File: config.mk
export PLATFORM = sky130hd
export DESIGN_NAME = nx_fifo_thresh
export DESIGN_NICKNAME = d
export VERILOG_FILES = /design/src/rtl/nx_fifo_thresh.sv
export SDC_FILE = /design/constraint.sdc
export NUM_CORES = 1
export LEC_CHECK = 0
export BUFFER_PORTS_ARGS = -buffer_cell sky130_fd_sc_hd__buf_2
export CORE_MARGIN = 3
export CORE_UTILIZATION = 42
export CTS_BUF_LIST = sky130_fd_sc_hd__clkbuf_4
export CTS_CLUSTER_SIZE = 14
export DETAILED_ROUTE_END_ITERATION = 8
export SETUP_SLACK_MARGIN = 0.4
export SLEW_MARGIN = 20
export SYNTH_ARGS = -nofsm -noshare
export SYNTH_HDL_FRONTEND = slang
export SYNTH_SLANG_ARGS = --single-unit
File: constraint.sdc
create_clock -name clk -period 21 [get_ports clk]
set_input_delay 2.1 -clock clk [delete_from_list [all_inputs] [get_ports clk]]
set_output_delay 2.1 -clock clk [all_outputs]
set_load 0.03 [all_outputs]
File: src/rtl/nx_fifo_thresh.sv
// Single-clock show-ahead FIFO with arbitrary depth, programmable almost-full/almost-empty
// thresholds, full-with-read pass-through and a high-water-mark register.
module nx_fifo_thresh #(
  parameter int DEPTH            = 8,
  parameter int WIDTH            = 64,
  parameter bit DATA_RESET       = 1'b1,
  parameter bit UNDERFLOW_ASSERT = 1'b1,
  parameter bit OVERFLOW_ASSERT  = 1'b1,
  localparam int CW              = $clog2(DEPTH + 1)
) (
  input  logic             clk,
  input  logic             rst,
  input  logic             clear,
  input  logic             wen,
  input  logic [WIDTH-1:0] wdata,
  input  logic             ren,
  output logic [WIDTH-1:0] rdata,
  output logic             empty,
  output logic             full,
  output logic             almost_empty,
  output logic             almost_full,
  input  logic [CW-1:0]    aempty_thresh,
  input  logic [CW-1:0]    afull_thresh,
  output logic [CW-1:0]    used_slots,
  output logic [CW-1:0]    free_slots,
  output logic             underflow,
  output logic             overflow,
  output logic [CW-1:0]    hwm,
  input  logic             hwm_clr
);

  localparam int PW = (DEPTH > 1) ? $clog2(DEPTH) : 1;

  logic [WIDTH-1:0] mem [DEPTH];
  logic [PW-1:0]    rptr, wptr;
  logic [CW-1:0]    count, count_next;
  logic             rd_ok, wr_ok;

  // Pointers wrap at DEPTH-1 so any depth works, not just powers of two.
  function automatic logic [PW-1:0] ptr_inc(input logic [PW-1:0] p);
    return (p == PW'(DEPTH - 1)) ? '0 : p + PW'(1);
  endfunction

  assign empty        = (count == '0);
  assign full         = (count == CW'(DEPTH));
  assign used_slots   = count;
  assign free_slots   = CW'(DEPTH) - count;
  assign almost_empty = (count <= aempty_thresh);
  assign almost_full  = (count >= afull_thresh);
  assign rdata        = empty ? '0 : mem[rptr];

  // A full FIFO still takes a write when the same cycle pops the head.
  assign rd_ok = ~clear & ren & ~empty;
  assign wr_ok = ~clear & wen & (~full | ren);

  // NOTE: every always_comb output gets a default first so no latch is inferred.
  always_comb begin
    count_next = count;
    if (clear)              count_next = '0;
    else if (wr_ok & ~rd_ok) count_next = count + CW'(1);
    else if (rd_ok & ~wr_ok) count_next = count - CW'(1);
  end

  // NOTE: sequential state uses non-blocking assignments so all registers update together.
  always_ff @(posedge clk or posedge rst) begin
    if (rst) begin
      rptr      <= '0;
      wptr      <= '0;
      count     <= '0;
      underflow <= 1'b0;
      overflow  <= 1'b0;
      hwm       <= '0;
    end else begin
      count     <= count_next;
      underflow <= ~clear & ren & empty;
      overflow  <= ~clear & wen & full & ~ren;
      hwm       <= (hwm_clr || count_next > hwm) ? count_next : hwm;
      if (clear) begin
        rptr <= '0;
        wptr <= '0;
      end else begin
        if (rd_ok) rptr <= ptr_inc(rptr);
        if (wr_ok) wptr <= ptr_inc(wptr);
      end
    end
  end

  // NOTE: storage is only reset when DATA_RESET asks for it; rdata is masked while empty anyway.
  generate
    if (DATA_RESET) begin : g_mem_rst
      always_ff @(posedge clk or posedge rst) begin
        if (rst) begin
          for (int i = 0; i < DEPTH; i++) mem[i] <= '0;
        end else if (wr_ok) begin
          mem[wptr] <= wdata;
        end
      end
    end else begin : g_mem_norst
      always_ff @(posedge clk) begin
        if (wr_ok) mem[wptr] <= wdata;
      end
    end
  endgenerate

`ifndef SYNTHESIS
  generate
    if (UNDERFLOW_ASSERT) begin : g_uf_chk
      a_underflow : assert property (@(posedge clk) disable iff (rst) !(ren && empty && !clear))
        else $error("nx_fifo_thresh: read of empty FIFO");
    end
    if (OVERFLOW_ASSERT) begin : g_of_chk
      a_overflow : assert property (@(posedge clk) disable iff (rst) !(wen && full && !ren && !clear))
        else $error("nx_fifo_thresh: write dropped on full FIFO");
    end
  endgenerate
`endif

endmodule

======== After elaboration in Yosys (flattened, before gate mapping) ========
Cells that the tools add are included.
cells by class
  add/sub/neg operators ................... 5
  $mul .................................... 0
  div/mod/pow operators ................... 0
  magnitude comparators ................... 6
  equal/unequal tests ..................... 3
  shift-type cells ........................ 0
  muxes and demuxes ....................... 16
  bitwise logic cells ..................... 18
  reduce and logical (&&, ||, !) cells .... 5
operator list
  kind                                                         count
  bitwise mux 512 bit                                          1
  two-way mux 64 bit                                           4
  binary-select mux 64 bit (select 3 bit)                      1
  demux 64 bit (select 3 bit)                                  1
  two-way mux 3 bit                                            6
  two-way mux 4 bit                                            3
  AND 1 bit                                                    9
  greater-or-equal comparator 4 bit (second input constant)    2
  inverter 3 -> 4 bit                                          2
  adder 3 x 1 -> 3 bit (second input constant)                 2
  == test 3 bit (second input constant)                        2
  inverter 1 bit                                               6
  adder 4 x 1 -> 4 bit (second input constant)                 1
  == test 4 bit (second input constant)                        1
  greater-or-equal comparator 4 bit                            1
  greater-than comparator 4 bit                                1
  <= comparator 4 bit                                          1
  logical NOT 4 bit                                            1
  less-than comparator 4 x 1 -> 1 bit (second input constant)  1
  nonzero test 2 bit                                           2
  subtractor 4 x 1 -> 4 bit (second input constant)            1
  subtractor 4 bit (first input constant)                      1
  logical AND 1 bit                                            1
  logical OR 1 bit                                             1
  OR 1 bit                                                     1
word-level totals
  flip-flop bits (word level) ............. 528
  latch bits .............................. 0
  bits in writable memories ............... 0
  bits in read-only memories .............. 0
  input port bits ......................... 78
  output and inout port bits .............. 82
  word-level logic and storage cells ...... 67
  memories ................................ 0

======== Longest topological paths before layout ========
Gate-level depths: netlist of the first run.
  depth after elaboration ................. 11
  gate-level depth with buffers ........... 14
  depth with buffers taken out ............ 14

======== Worst setup path after synthesis of the first run ========
Ideal clock, no wire load.
  path type ............................... input port to output port
  start ................................... input aempty_thresh[1]
  end ..................................... output almost_empty
  data arrival time ....................... 3.120 ns
  required time ........................... 18.900 ns
  path slack .............................. 15.780 ns
  stages on the path ...................... 7
  buffers on the path ..................... 0
  cell sequence ........................... inv_1 > ha_1 > nor2b_1 > o21ai_0 > nand2b_1 > a21oi_1 > a41o_1
between the ends
  cells in the longest elaborated chain, start to end .. 1
RTL lines
  what                 RTL line  text
  start: declaration   22        input logic [CW-1:0] aempty_thresh,
  <= comparator 4 bit  48        assign almost_empty = (count <= aempty_thresh);
  end: declaration     20        output logic almost_empty,
No other way between the ends.

======== Final worst setup path of the first run ========
  start ................................... register rptr[1]
  end ..................................... output rdata[60]
between the ends
  cells in the longest elaborated chain, start to end .. 5
RTL lines
  what                                                    RTL line  text
  start: declaration                                      35        logic [PW-1:0] rptr, wptr;
  start signal: assignment                                82        if (rd_ok) rptr <= ptr_inc(rptr);
  inverter 3 -> 4 bit (not written as such)               50        assign rdata = empty ? '0 : mem[rptr];
  binary-select mux 64 bit (select 3 bit)                 50
  two-way mux 64 bit (not written as such) (2 in series)  50
  two-way mux 64 bit                                      50
  end: declaration                                        17        output logic [WIDTH-1:0] rdata,
No other way between the ends. The select of a mux whose other input is x is not followed.

==> results of run 1 <==
area by class of cell:
type	count	area (µm²)	share of cell area
antenna	9	22.52	0.0008172
clock buffer	205	1539	0.05584
clock inverter	44	346.6	0.01258
inverter	15	66.31	0.002406
multi-input combinational	870	10430	0.3783
sequential	528	13220	0.4798
tap	756	945.9	0.03432
timing repair buffer	182	988.4	0.03587
metal layers:
metal | part of all wire | wire length [µm] | track usage | up-vias
li1 | - | - | - | 6204
met1 | 0.44 | 24530 | 0.2438 | 7498
met2 | 0.50 | 27520 | 0.3108 | 241
met3 | 0.043 | 2374 | 0.04641 | 88
met4 | 0.020 | 1102 | 0.07476 | 8
met5 | 0.0010 | 58 | 0 | -
flip-flops by register name, summed over array words and instances (netlist names):
register / count
wptr: 3
hwm: 4
overflow: 1
rptr: 3
underflow: 1
mem: 512
used_slots: 4
synthesized netlist by cell type, types with 2 or more instances:
master / n
inv_1: 14
buf_2: 43
mux2i_1: 65
a211oi_1: 2
nor2b_1: 3
or3_1: 2
nand4b_1: 2
buf_4: 3
mux4_2: 128
buf_1: 11
xor2_1: 3
nand2_1: 9
o21ai_0: 5
clkbuf_1: 14
ha_1: 18
nand3b_1: 2
nor2_1: 71
mux2_1: 14
nand3_1: 2
dfrtp_1: 528
mux2_2: 503
xnor2_1: 2
buf_6: 30
a21oi_1: 7
nor4b_1: 2
nand2b_1: 8
path summary, 6_finish.rpt:
path                                from         to  slack [ns]  cells past startpoint
max                              rptr[1]  rdata[60]       14.31                      6
min                             mem[487]   mem[487]        0.48                      1
max reg2reg                used_slots[0]     hwm[0]       16.45                     13
min reg2reg                     mem[487]   mem[487]        0.48                      1
max in group asynchronous            rst   mem[464]       18.00                      3
min in group asynchronous            rst     hwm[1]        1.35                      2
cells by family (layout without fill, tap and decap cells):
kind of cell	after synthesis	after routing
compound gates	19	19
mux	710	710
xor+xnor	5	5
flops	528	528
buf+inv	116	446
simple gates	118	118
other cells	0	9
fa+ha+maj	18	18
worst register-to-register path: stages (launching register included):
cell and delay, ns:
dfrtp_1 0.44, inv_1 0.23, ha_1 0.31, or3b_4 0.44
inv_4 0.34, buf_4 0.68, nor2_4 0.17, a31oi_1 0.24
mux2i_1 0.32, ha_1 0.32, a21oi_1 0.12, o21ai_0 0.08
a21oi_1 0.35, mux2_2 0.38
power breakdown:
| part | leakage, nW | total (mW) | switching [mW] | internal, mW |
|---|---|---|---|---|
| clock | 1.11 | 0.951 | 0.429 | 0.522 |
| combinational | 4.77 | 0.701 | 0.356 | 0.345 |
| sequential | 6.94 | 1.34 | 0.113 | 1.23 |
| total | 12.8 | 2.99 | 0.898 | 2.10 |
cells in the final DEF, fill, tap and decap left out, types with 13 or more instances in the layout:
master / netlist / final
dfrtp_1: 528 / 525
mux2_2: 503 / 503
clkbuf_4: 0 / 205
buf_2: 43 / 159
mux4_2: 128 / 128
nor2_1: 71 / 71
mux2i_1: 65 / 65
clkinv_1: 0 / 27
buf_4: 3 / 20
ha_1: 18 / 18
mux2_1: 14 / 14
inv_1: 14 / 13
through the flow:
stage                     hold WS, ns  instances
after detailed placement       0.4743       2351
after global placement         0.4658       2351
after global routing           0.5063       2603
after floorplan                0.4526       1514
final                          0.4827       2609
after CTS                      0.4872       2600
==> summary.txt, run 1 <==
Synth cell types: 49
Site Rows: 87
Finish-stage setup viols: 0
Worst Skew: 0.05299 ns
Fraction of the mapped netlist area in simple logic gates: 0.02703
Synth area leader: dfrtp_1
Yosys warns: 0
Avg Vias per Cell: 5.381
CP Data Arrival Time: 4.59 ns
Final net count: 1844
Pwr Density: 108.7 nW/µm²
Top delay family on crit path: buffers and inverters
Vias: 14.04k
Post-CTS setup buffers: 0
Seq cells post-synth: 528
Post-DP Area: 25640 µm²
Core area: 56820 µm²
EDFF count, synth: 0
Routed Antenna Nets: 0
RSZ-0062 raised after global routing: false
Full die area: 60900 µm²
Adder-Cell Fraction of Synth Area: 0.009250
WP data required: 18.90 ns
Final cycle utilization of the critical path: 0.3184
Largest family of logic cells by synthesized area: multiplexers
Post-layout min period: 6.685 ns
Antenna violations before repair: 11
Layout overhead on the synthesized area: 13.19%
Die Ht: 246.8 µm
Share of cells above drive strength 1: 0.5721
Crit-path most repeated cell: buf_4
DR DRC count: 0
WL final: 55.59 mm
Largest cells by area after synthesis: dfrtp_1 (54%), mux2_2 (23%), mux4_2 (12%)
CP Buf/Inv Count: 3
Maxcap violations: 0
CP Capture Type: output pin
Post-synth top area share: 0.5427
TritonCTS Buffers: 151
Wire per inst: 21.31 µm
Slowest cell on crit path: dfrtp_4
Max Clock Freq: 0.1496 GHz
Die W: 246.8 µm
Pre-CTS setup slack: 15.10 ns
Total GRT Usage: 0.1898
Kind of critical path: reg -> out
PortBufs: 159
Cts hold-fix bufs: 0
Largest net degree at the start of global routing: 187
Critical-path cell list: buf_4 > buf_4 > mux4_2 > mux2i_1 > nor2_1 > buf_2
Most common flop cell mapped by yosys: dfrtp_1
Sum Neg Setup Slack: 0 ns
Number of global-route vias before repair: 15.64k
CP Max Fanout: 50
GR Overflow Total: 0
Slew headroom: 0.2561
First-pass GRT wire length: 88.58 mm
Count of final hold-check violations: 0
Status: complete, no violations
Initial DRT Pass Iterations: 4
Register area share after synthesis: 0.5427
Top Ports: 160
CTS tree: yes
CTS root buf: clkbuf_4
Post-cts sizing count: 0
Area share of xor/xnor cells in the synthesized design: 0.001799
Peak VDD IR: 0.05277 mV
Worst Hold Class: reg -> reg
Max incr delay on CP: 1.05 ns
Synth Instances: 1514
Clk Latency, worst-skew pair: 0.95 ns
Clock Sinks: 528
CTS clk-pin slew, worst paths: 0.06 ns
Max clock buf depth: 3
Final Max Slew Viols: 0
Syn_area_per_cell: 16.08 µm²
Compound-cell area share of the yosys netlist: 0.005088
Asr flop ratio synth: 1.000
Worst-Margin Slew: 1.116 ns
Placer Congestion: 0.7103
Startpoint Class: flop
H-Tree Depth: 4
Initial DRC count: 496
Final worst-path setup slack: 14.31 ns
Fillcell total: 5094
Initial Utilization: 0.4285
Syn nets: 1610
Final Cell Area: 27560 µm²
Post-synthesis mux area share: 0.3842
Leakage: 12.81 nW
Utilization after layout: 0.4850
Mapped cell area: 24350 µm²
Final HPWL DP: 30.31 mm
Final Power: 2.995 mW
No activity file was read; power rests on OpenSTA's default activity.
==> run 2: changes to the inputs <==
Settings changed: ABC_AREA set to 1.
Clock period 21 ns to 5.6 ns, I/O delays scaled along.
==> run 2 against run 1 <==
Effect of this change:
- final cell count increased by 48%
- setup slack got worse by 13 ns
- final area decreased by 0.37%
- sequential share of layout area increased by 0.17 points
- critical path type unchanged
- highest routed layer unchanged
==> summary.txt, run 2 <==
Final net count: 3094 (+68%)
Worst reg2reg setup slack: 2.24 ns (-14.21 ns)
Avg Vias per Cell: 5.345 (-0.67%)
Final Max Slew Viols: 0 (unchanged)
Register area share after synthesis: 0.5533 (+0.01066)
Routed Antenna Nets: 0 (unchanged)
DR DRC count: 0 (unchanged)
Finish-stage setup viols: 0 (unchanged)
WP data required: 5.04 ns (-13.86 ns)
CP Buf/Inv Count: 2 (-1)
Initial DRT Pass Iterations: 7 (+3)
Fraction of the mapped netlist area in simple logic gates: 0.1574 (+0.1304)
Synth area leader: dfrtp_1
Adder-Cell Fraction of Synth Area: 0.009432 (+0.0001818)
Total GRT Usage: 0.2285 (+0.03865)
First-pass GRT wire length: 109.7 mm (+24%)
Final worst-path setup slack: 1.201 ns (-13.11 ns)
Post-synth top area share: 0.5533 (+0.01066)
Final hold slack: 0.2288 ns (-0.2539 ns)
Die W: 244.4 µm (-0.95%)
RSZ-0062 raised after global routing: false
Crit-path most repeated cell: o21ai_0
Peak VDD IR: 0.2230 mV (+320%)
Pwr Density: 456.7 nW/µm² (+320%)
Area share of xor/xnor cells in the synthesized design: 0.002201 (+0.0004021)
WL final: 67.22 mm (+21%)
Clock Sinks: 528 (unchanged)
Die Ht: 244.4 µm (-0.95%)
Synth cell count leaders: o21ai_0 (575), nand2_1 (541), dfrtp_1 (528), nor2_1 (391), o21ai_1 (266)
Compound-cell area share of the yosys netlist: 0.2120 (+0.2069)
Seq cells post-synth: 528 (unchanged)
Yosys warns: 0 (unchanged)
Share of cells above drive strength 1: 0.1430 (-0.4291)
Clk Latency, worst-skew pair: 1.00 ns (+0.05 ns)
Final cycle utilization of the critical path: 0.7855
Core area: 55630 µm² (-2.1%)
Kind of critical path: reg -> out
CTS clk-pin slew, worst paths: 0.07 ns (about the same)
CP Max Fanout: 223 (+350%)
Final HPWL DP: 36.20 mm (+19%)
Largest net degree at the start of global routing: 224 (+20%)
CTS root buf: clkbuf_4
Critical-path cell list: buf_12 > o21ai_0 > o22ai_1 > o21ai_0 > a31oi_1 > buf_2
Mapped cell area: 23880 µm² (-1.9%)
Synth Instances: 2813 (+86%)
Most frequent cells in the layout: o21ai_0 (575), nand2_1 (541), dfrtp_1 (526)
Initial Utilization: 0.4292 (+0.0007403)
Initial DRC count: 1492 (+200%)
Placer Congestion: 0.8262 (+16%)
Largest cells by area after synthesis: dfrtp_1 (55%), o21ai_0 (12%), nand2_1 (8.5%)
Asr flop ratio synth: 1.000 (unchanged)
R2r startpoint: used_slots[0]
Full die area: 59750 µm² (-1.9%)
Wire per inst: 17.43 µm (-18%)
Pre-CTS setup slack: 2.299 ns (-12.81 ns)
Reg2reg path depth: 17 (+4)
Top Ports: 160 (unchanged)
Number of global-route vias before repair: 20.41k (+30%)
Status: complete, no violations
PortBufs: 159 (unchanged)
CP Data Arrival Time: 3.84 ns (-0.75 ns)
Startpoint Class: flop
Worst Hold Class: in -> async
Top delay family on crit path: buffers and inverters
Most common cell after layout, fill and taps aside: o21ai_0
Worst Skew: 0.04171 ns (-0.01128 ns)
Slew headroom: 0.2405 (-0.01567)
Most common flop cell mapped by yosys: dfrtp_1
Site Rows: 86 (-1.1%)
Max Clock Freq: 0.2273 GHz
Worst-Margin Slew: 1.139 ns (+0.02350 ns)
Post-layout min period: 4.399 ns
Count of final hold-check violations: 0 (unchanged)
Reg2reg end: hwm[3]
Antenna violations before repair: 3 (-8)
GR Overflow Total: 0 (unchanged)
Syn_area_per_cell: 8.488 µm² (-47%)
Register name with the most flops: mem
Maxcap violations: 0 (unchanged)
Max clock buf depth: 3 (unchanged)
EDFF count, synth: 0 (unchanged)
Largest family of logic cells by synthesized area: compound AO/OA/AOI/OAI gates
Dominant cell by count in the synthesized netlist: o21ai_0
Vias: 20.62k (+47%)
Slowest cell on crit path: buf_12
Post-CTS setup buffers: 0 (unchanged)
Synth cell types: 31 (-37%)
Max FFs per register: 512 (unchanged)
Leakage: 13.09 nW (+2.2%)
CP Capture Type: output pin
Syn nets: 2909 (+81%)
Max incr delay on CP: 0.78 ns (-0.27 ns)
Layout overhead on the synthesized area: 14.99%
CTS tree: yes
Post-synthesis mux area share: 0 (-0.3842)
TritonCTS Buffers: 146 (-3.3%)
H-Tree Depth: 4 (unchanged)
run 2: cell count changes after synthesis, sizes merged, moves of 65 or more:
cell,before,now
o21ai,5,841
nand2,10,543
mux2,517,0
nor2,73,392
mux4,128,0
inv,15,98
buf,87,154
mux2i,65,0
o22ai,0,65
run 2: final cells by class:
class,instances,area (µm²)
timing repair buffer,257,1832
clock buffer,226,1697
inverter,98,386.6
sequential,528,13220
fill,5392,28170
multi-input combinational,1967,9159
clock inverter,28,214.0
tap,748,935.9
antenna,5,12.51
run 2: kinds of logic after synthesis:
| family | count (synthesis) |
|---|---|
| simple gates | 965 |
| compound gates | 978 |
| fa+ha+maj | 18 |
| xor+xnor | 6 |
| buf+inv | 318 |
| flops | 528 |
run 2: how the worst max path moves through the flow:
stage / startpoint / to / slack [ns] / cells past startpoint
after floorplan: rst / hwm[0] / -2.14 / 1
after CTS: rptr[0] / rdata[32] / 1.18 / 6
after global routing: rptr[0] / rdata[32] / 1.01 / 6
after global placement: used_slots[0] / hwm[0] / 2.31 / 17
after detailed placement: rptr[0] / rdata[49] / 2.30 / 7
final: rptr[0] / rdata[23] / 1.20 / 6
run 2: worst reg2reg max path, stage by stage, from the launching register on:
cell and delay, ns:
dfrtp_1 0.43, inv_1 0.19, ha_1 0.33, nand3_2 0.29, buf_4 0.35, nand2_2 0.14
inv_2 0.07, nand2_1 0.16, nand3_1 0.12, and3_1 0.20, ha_1 0.32, nand2_1 0.06
o21ai_0 0.15, nand2_1 0.08, nand2_1 0.12, inv_1 0.11, nand2_1 0.08, nand2_1 0.05
run 2: metal layers:
metal,wire (µm),up-vias,track usage
met5,13,-,0
met4,1656,2,0.08423
met3,3845,123,0.04759
met2,32210,644,0.3789
met1,29490,9963,0.2963
li1,-,9884,-
run 2: through the flow:
step                        util  TNS [ns]  total power [mW]  area [µm²]  instances
after global routing      0.4934         0             13.49       27450       3854
final                     0.4935         0             12.54       27460       3857
after global placement    0.4464         0             8.866       24830       3528
after floorplan                -  -1127.87             7.912       23880       2813
after detailed placement  0.4464         0             8.962       24830       3528
after CTS                 0.4933         0             12.69       27440       3852
run 2: power by group:
| part | internal (mW) | switching (mW) | leakage (nW) |
|---|---|---|---|
| sequential | 4.72 | 0.518 | 7.01 |
| combinational | 1.23 | 2.46 | 4.94 |
| clock | 2.00 | 1.61 | 1.15 |
| total | 7.95 | 4.58 | 13.1 |
run 2: what timing repair did:
item                      in CTS  in global routing
resized for setup              0                  0
hold endpoints to repair     541                  0
hold buffers                  70                  0
